===== config.mk =====
export PLATFORM = sky130hd
export DESIGN_NAME = rs_chien_search
export DESIGN_NICKNAME = d
export VERILOG_FILES = /design/src/rtl/rs_chien_search.sv
export SDC_FILE = /design/constraint.sdc
export NUM_CORES = 1
export LEC_CHECK = 0
export CAP_MARGIN = 20
export CORE_ASPECT_RATIO = 1.4
export CORE_MARGIN = 2
export CORE_UTILIZATION = 48
export DETAILED_ROUTE_END_ITERATION = 8
export PLACE_DENSITY = 0.8
export SLEW_MARGIN = 20
export SYNTH_ARGS = -nofsm -noshare
export SYNTH_HDL_FRONTEND = slang
export SYNTH_SLANG_ARGS = --single-unit

===== constraint.sdc =====
create_clock -name clk -period 1.6 [get_ports clk]
set_input_delay 0.24 -clock clk [delete_from_list [all_inputs] [get_ports clk]]
set_output_delay 0.24 -clock clk [all_outputs]
set_load 0.005 [all_outputs]

===== src/rtl/rs_chien_search.sv =====
// rs_chien_search: sequential Chien search over GF(2^8) (poly 0x11D, alpha=0x02)
// for a degree<=3 error-locator polynomial sigma(x) = s0 + s1 x + s2 x^2 + s3 x^3.
// A start strobe captures sigma; one locator position is tested per cycle and
// the results are held until the next capture.
//
// Ports:
//   clk, rst_n       clock (rising edge), asynchronous active-low reset
//   signal           start strobe, s0..s3 valid with it; ignored while busy
//   s0..s3           sigma coefficients, x^0..x^3
//   busy             search in progress
//   ready            one-cycle pulse, results valid from this cycle
//   err_pos[N-1:0]   bit j set = root at alpha^-j (locator alpha^j)
//   err_cnt[2:0]     number of roots found (saturates at 7)
//   fail             s0==0 or root count differs from the degree of sigma
//
// Optional feature: define RS_CHIEN_EARLY_STOP_EN to end the search as soon as
// the root count reaches deg(sigma).
module rs_chien_search #(
    parameter int unsigned N = 6
) (
    input  logic         clk,
    input  logic         rst_n,
    input  logic         signal,
    input  logic [7:0]   s0,
    input  logic [7:0]   s1,
    input  logic [7:0]   s2,
    input  logic [7:0]   s3,
    output logic         busy,
    output logic         ready,
    output logic [N-1:0] err_pos,
    output logic [2:0]   err_cnt,
    output logic         fail
);

    localparam int unsigned SW = 8;
    localparam int unsigned JW = 8;
    localparam int unsigned CW = 3;

`ifdef RS_CHIEN_EARLY_STOP_EN
    localparam bit EarlyStop = 1'b1;
`else
    localparam bit EarlyStop = 1'b0;
`endif

    typedef enum logic [1:0] {
        ST_IDLE   = 2'd0,
        ST_SEARCH = 2'd1,
        ST_DONE   = 2'd2
    } state_e;

    // Multiply by alpha^-1: shift right, fold the dropped bit back as 0x11D>>1.
    function automatic logic [SW-1:0] mul_ainv(input logic [SW-1:0] x);
        mul_ainv = {1'b0, x[SW-1:1]} ^ (x[0] ? 8'h8E : 8'h00);
    endfunction

    state_e          state_q, state_d;
    logic [SW-1:0]   t0_q, t1_q, t2_q, t3_q;
    logic [SW-1:0]   t0_d, t1_d, t2_d, t3_d;
    logic [JW-1:0]   j_q, j_d;
    logic [1:0]      deg_q, deg_d;
    logic            busy_q, busy_d;
    logic            ready_q, ready_d;
    logic [N-1:0]    err_pos_q, err_pos_d;
    logic [CW-1:0]   err_cnt_q, err_cnt_d;
    logic            fail_q, fail_d;

    logic [1:0]      deg_in_c;
    logic            root_c;
    logic [CW-1:0]   cnt_step_c;
    logic            last_step_c;

    // Degree of the incoming sigma (0 when only s0 or nothing is nonzero).
    always_comb begin
        deg_in_c = 2'd0;
        if (s3 != 8'h00)      deg_in_c = 2'd3;
        else if (s2 != 8'h00) deg_in_c = 2'd2;
        else if (s1 != 8'h00) deg_in_c = 2'd1;
    end

    // Current term sum is sigma(alpha^-j); count after this step.
    always_comb begin
        root_c      = ((t0_q ^ t1_q ^ t2_q ^ t3_q) == 8'h00);
        cnt_step_c  = err_cnt_q;
        if (root_c && (err_cnt_q != 3'd7)) cnt_step_c = err_cnt_q + 3'd1;
        last_step_c = (j_q == JW'(N - 1))
                   || (EarlyStop && root_c && (cnt_step_c == {1'b0, deg_q}));
    end

    // State register
    always_ff @(posedge clk or negedge rst_n) begin
        if (!rst_n) state_q <= ST_IDLE;
        else        state_q <= state_d;
    end

    // Next-state logic
    always_comb begin
        state_d = state_q;
        case (state_q)
            ST_IDLE: begin
                if (signal) begin
                    state_d = (EarlyStop && (deg_in_c == 2'd0)) ? ST_DONE : ST_SEARCH;
                end
            end
            ST_SEARCH: if (last_step_c) state_d = ST_DONE;
            ST_DONE:   state_d = ST_IDLE;
            default:   state_d = ST_IDLE;
        endcase
    end

    // Datapath / registered-output next values
    always_comb begin
        t0_d      = t0_q;
        t1_d      = t1_q;
        t2_d      = t2_q;
        t3_d      = t3_q;
        j_d       = j_q;
        deg_d     = deg_q;
        busy_d    = busy_q;
        ready_d   = 1'b0;
        err_pos_d = err_pos_q;
        err_cnt_d = err_cnt_q;
        fail_d    = fail_q;
        case (state_q)
            ST_IDLE: begin
                if (signal) begin
                    t0_d      = s0;
                    t1_d      = s1;
                    t2_d      = s2;
                    t3_d      = s3;
                    j_d       = '0;
                    deg_d     = deg_in_c;
                    busy_d    = 1'b1;
                    err_pos_d = '0;
                    err_cnt_d = '0;
                    fail_d    = 1'b0;
                end
            end
            ST_SEARCH: begin
                if (root_c) err_pos_d = err_pos_q | (N'(1) << j_q);
                err_cnt_d = cnt_step_c;
                t1_d      = mul_ainv(t1_q);
                t2_d      = mul_ainv(mul_ainv(t2_q));
                t3_d      = mul_ainv(mul_ainv(mul_ainv(t3_q)));
                j_d       = j_q + JW'(1);
            end
            ST_DONE: begin
                // t0 never changes, so it still equals the captured s0.
                ready_d = 1'b1;
                busy_d  = 1'b0;
                fail_d  = (t0_q == 8'h00) || (err_cnt_q != {1'b0, deg_q});
            end
            default: ;
        endcase
    end

    // Datapath registers
    always_ff @(posedge clk or negedge rst_n) begin
        if (!rst_n) begin
            t0_q      <= '0;
            t1_q      <= '0;
            t2_q      <= '0;
            t3_q      <= '0;
            j_q       <= '0;
            deg_q     <= '0;
            busy_q    <= 1'b0;
            ready_q   <= 1'b0;
            err_pos_q <= '0;
            err_cnt_q <= '0;
            fail_q    <= 1'b0;
        end else begin
            t0_q      <= t0_d;
            t1_q      <= t1_d;
            t2_q      <= t2_d;
            t3_q      <= t3_d;
            j_q       <= j_d;
            deg_q     <= deg_d;
            busy_q    <= busy_d;
            ready_q   <= ready_d;
            err_pos_q <= err_pos_d;
            err_cnt_q <= err_cnt_d;
            fail_q    <= fail_d;
        end
    end

    assign busy    = busy_q;
    assign ready   = ready_q;
    assign err_pos = err_pos_q;
    assign err_cnt = err_cnt_q;
    assign fail    = fail_q;

endmodule

==> results of run 1 <==
-- sequential cells by signal (all words and copies together) (netlist names), 2 cells and up --
signal and cells:
err_cnt 3, state_q 2, t1_q 8, t2_q 8
t3_q 8, t0_q 8, j_q 8, err_pos 6
deg_q 2
-- synth_stat cells (3+ instances only) --
library cell	count	area share [%]
nor3_1	5	0.86
nand4_1	4	0.86
nor2_1	23	3.0
nand3_1	8	1.4
ha_1	4	1.7
and3_1	3	0.64
o21ai_0	13	2.2
a22oi_1	9	2.3
nand2b_1	3	0.64
nor4_1	8	1.7
mux2i_1	5	1.7
clkbuf_1	14	1.8
nand2_1	78	10
xor2_1	9	2.7
dfrtp_1	56	48
a21oi_1	6	1.0
xnor2_1	29	8.7
a221o_1	4	1.4
o22ai_1	5	1.1
-- final cells by class --
| class | instances | area share (%) |
|---|---|---|
| inverters | 2 | 0.1935 |
| clock buffers | 5 | 1.774 |
| repair buffers | 95 | 21.61 |
| well taps | 70 | 2.257 |
| multi-input cells | 236 | 37.57 |
| clock inverters | 3 | 0.4837 |
| flip-flops and latches | 56 | 36.12 |
-- what timing repair did --
action                                 in CTS  in global routing
setup endpoints to repair                   9                 18
hold buffers                                1                  0
setup buffers                               1                  2
endpoints found under the hold margin      56                  0
pin swaps                                   5                  1
gates resized for setup                     3                  5
-- routing by layer --
metal | up-vias | wire [um] | track usage [%]
met5 | - | 0 | 0
met4 | 0 | 284 | 11.54
met3 | 20 | 232 | 3.351
met2 | 73 | 3875 | 40.00
met1 | 1290 | 2969 | 26.67
li1 | 1233 | - | -
-- where the power goes --
part	internal, uW	leakage, uW	switching [uW]
Sequential	1970	0.000691	519
Combinational	2270	0.00102	2330
Clock	307	0.0000479	467
Total	4540	0.00176	3310
-- worst paths after layout --
| check | cells after the start | from | endpoint |
|---|---|---|---|
| worst max-delay path | 5 | t3_q[4]$_DFFE_PN0P_ | err_pos[0]$_DFFE_PN0P_ |
| worst min-delay path | 3 | rst_n | j_q[3]$_DFFE_PN0P_ |
| worst max register to register | 5 | t3_q[4]$_DFFE_PN0P_ | err_pos[0]$_DFFE_PN0P_ |
| worst min register to register | 2 | err_pos[3]$_DFFE_PN0P_ | err_pos[3]$_DFFE_PN0P_ |
| max in group asynchronous | 3 | rst_n | t2_q[2]$_DFFE_PN0P_ |
| min in group clk | 3 | s0[1] | t0_q[1]$_DFFE_PN0P_ |
-- through the flow --
stage                     util, %  setup TNS (ps)  cell area, um2  setup WS, ps  hold slack, ps
final                       66.18          -893.4            3880        -144.0           445.2
after global routing        66.18           -1615            3880        -217.2           458.3
after CTS                   65.75          -792.0            3855        -112.8           449.0
after detailed placement    63.57           -5877            3727        -252.2           264.4
after global placement      63.57           -5518            3727        -226.2           261.1
after floorplan                 -               0            2917         40.75          -55.59
-- layout by cell type, fill, tap and decap left out, types with 2 or more instances in the layout --
| cell type | n |
|---|---|
| nor3_1 | 4 |
| a221o_1 | 4 |
| xnor2_1 | 26 |
| o21ai_1 | 2 |
| clkinv_2 | 2 |
| and3_1 | 3 |
| nand2b_1 | 2 |
| nor2_1 | 23 |
| inv_1 | 2 |
| ha_1 | 4 |
| nand3_1 | 8 |
| clkbuf_8 | 5 |
| o22a_1 | 2 |
| nand4_1 | 4 |
| o21ai_0 | 11 |
| nor3_2 | 2 |
| a31oi_1 | 2 |
| xor2_1 | 9 |
| a21oi_1 | 6 |
| o22ai_1 | 5 |
| buf_4 | 47 |
| a22oi_1 | 9 |
| xnor2_2 | 3 |
| o31ai_2 | 2 |
| nor4_1 | 8 |
| clkdlybuf4s50_1 | 45 |
| mux2i_1 | 5 |
| dfrtp_1 | 56 |
| nor2b_1 | 2 |
| nand2_1 | 78 |
-- kinds of logic (layout without fill, tap and decap cells) --
kind of cell | after synthesis | after routing | synth area share [%]
flops | 56 | 56 | 48.05
mux | 5 | 5 | 1.716
simple gates | 142 | 142 | 22.27
fa+ha+maj | 4 | 4 | 1.716
xor+xnor | 38 | 38 | 11.41
compound gates | 47 | 47 | 11.58
buf+inv | 22 | 105 | 3.260
-- critical path, stage by stage, from the launching register on --
cell and delay, ps:
dfrtp_1 430, xor2_1 190, xnor2_1 170, nor4_4 390, nand4_1 240, o31ai_2 240
==> flow_metrics.env, run 1 <==
export IMPL_multi_input_area_mm2=0.001458
export IMPL_violations="setup timing"
export IMPL_n_fill_cell=490
export IMPL_cts_htree_levels=2
export IMPL_vias_per_cell=5.602
export IMPL_syn2layout_area_growth_pct=33.03
export IMPL_grt_max_degree=57
export IMPL_clock_sinks=56
export IMPL_dp_cells=455
export IMPL_ys_types=39
export IMPL_drt_iter0_markers=131
export IMPL_die_h_um=96.23
export IMPL_cellPowerDensity_mw_per_mm2=2024
export IMPL_start_util_pct=49.74
export IMPL_crit_path_end_kind="flop"
export IMPL_reg2reg_slack_ps=-140
export IMPL_finalSetupViolCount=9
export IMPL_dieArea_mm2=0.006725
export IMPL_cts_buffers=5
export IMPL_p_leak_uw=0.001758
export IMPL_grt_pass1_vias=2611
export IMPL_synth_edf_count=0
export IMPL_status="finished with violations"
export IMPL_rsz0062_at_grt="true"
export IMPL_core_rowCount=33
export IMPL_dr_pass1_iters=6
export IMPL_syn_nets=353
export IMPL_async_flop_share_pct=100.0
export IMPL_nNetsFinal=435
export IMPL_place_congestion=0.8411
export IMPL_die_w_um=69.88
export IMPL_synthCells=314
export IMPL_drv_slew=0
export IMPL_cts_buffer_depth=2
export IMPL_cts_tree="built"
export IMPL_hp_class="input port to async pin"
export IMPL_overflow=0
export IMPL_final_cells=467
export IMPL_cap_violations=0
export IMPL_clkTransAtPathRegs_ps=100
export IMPL_num_vias=2616
export IMPL_worst_pin_slew_ps=371.7
export IMPL_setup_ws_ps=-144.0
export IMPL_fmax_ghz=0.5734
export IMPL_hpwl_mm=5.378
export IMPL_io_buffers=46
export IMPL_core_region_area_mm2=0.005863
export IMPL_drc=0
export IMPL_fin_crit_sh_pct=109.0
export IMPL_path_max_fanout=4
export IMPL_slew_headroom_pct=75.17
export IMPL_cp_arrival_ps=1960
export IMPL_antenna_cells=0
export IMPL_peakVddDrop_v=0.001032
export IMPL_yosys_register_bits=56
export IMPL_drive_above_1_share_pct=18.14
export IMPL_syn_area_per_cell_um2=9.288
export IMPL_ioPinCount=47
export IMPL_worstPathRequired_ps=1820
export IMPL_ys_seq_area_share_pct=48.05
export IMPL_wl_mm=7.361
export IMPL_grt_total_usage_pct=22.56
export IMPL_wl_per_cell_um=15.76
export IMPL_yosys_warnings=0
export IMPL_hold_viol_final=0
export IMPL_synth_area_mm2=0.002917
export IMPL_power_uw=7851
export IMPL_ff_latch_area_mm2=0.001401
export IMPL_start_kind="flop"
export IMPL_insertion_delay_ps=310
export IMPL_grt_first_pass_wirelength_mm=11.83
export IMPL_antenna_left=0
export IMPL_fin_crit_ps=1744
export IMPL_critical_path_class="flop to flop"
export IMPL_clockRootBuffer="clkbuf_8"
export IMPL_synthFlopType="dfrtp_1"
export IMPL_grt_antenna_before_repair=0
export IMPL_skew_ps=13.21
Note: power is estimated with default switching activity, not from simulation.
==> inputs of run 2 (changes only) <==
--- a/config.mk
+++ b/config.mk
@@ -5,7 +5,6 @@
 export SDC_FILE = /design/constraint.sdc
 export NUM_CORES = 1
 export LEC_CHECK = 0
-export CAP_MARGIN = 20
 export CORE_ASPECT_RATIO = 1.4
 export CORE_MARGIN = 2
 export CORE_UTILIZATION = 48
==> results of run 2 <==
No change in the layout: final DEF, timing and power equal those of run 1.
==> inputs of run 3 (changes only) <==
--- a/config.mk
+++ b/config.mk
@@ -10,7 +10,6 @@
 export CORE_UTILIZATION = 48
 export DETAILED_ROUTE_END_ITERATION = 8
 export PLACE_DENSITY = 0.8
-export SLEW_MARGIN = 20
 export SYNTH_ARGS = -nofsm -noshare
 export SYNTH_HDL_FRONTEND = slang
 export SYNTH_SLANG_ARGS = --single-unit
==> results of run 3 <==
No change in the layout: final DEF, timing and power equal those of run 1.
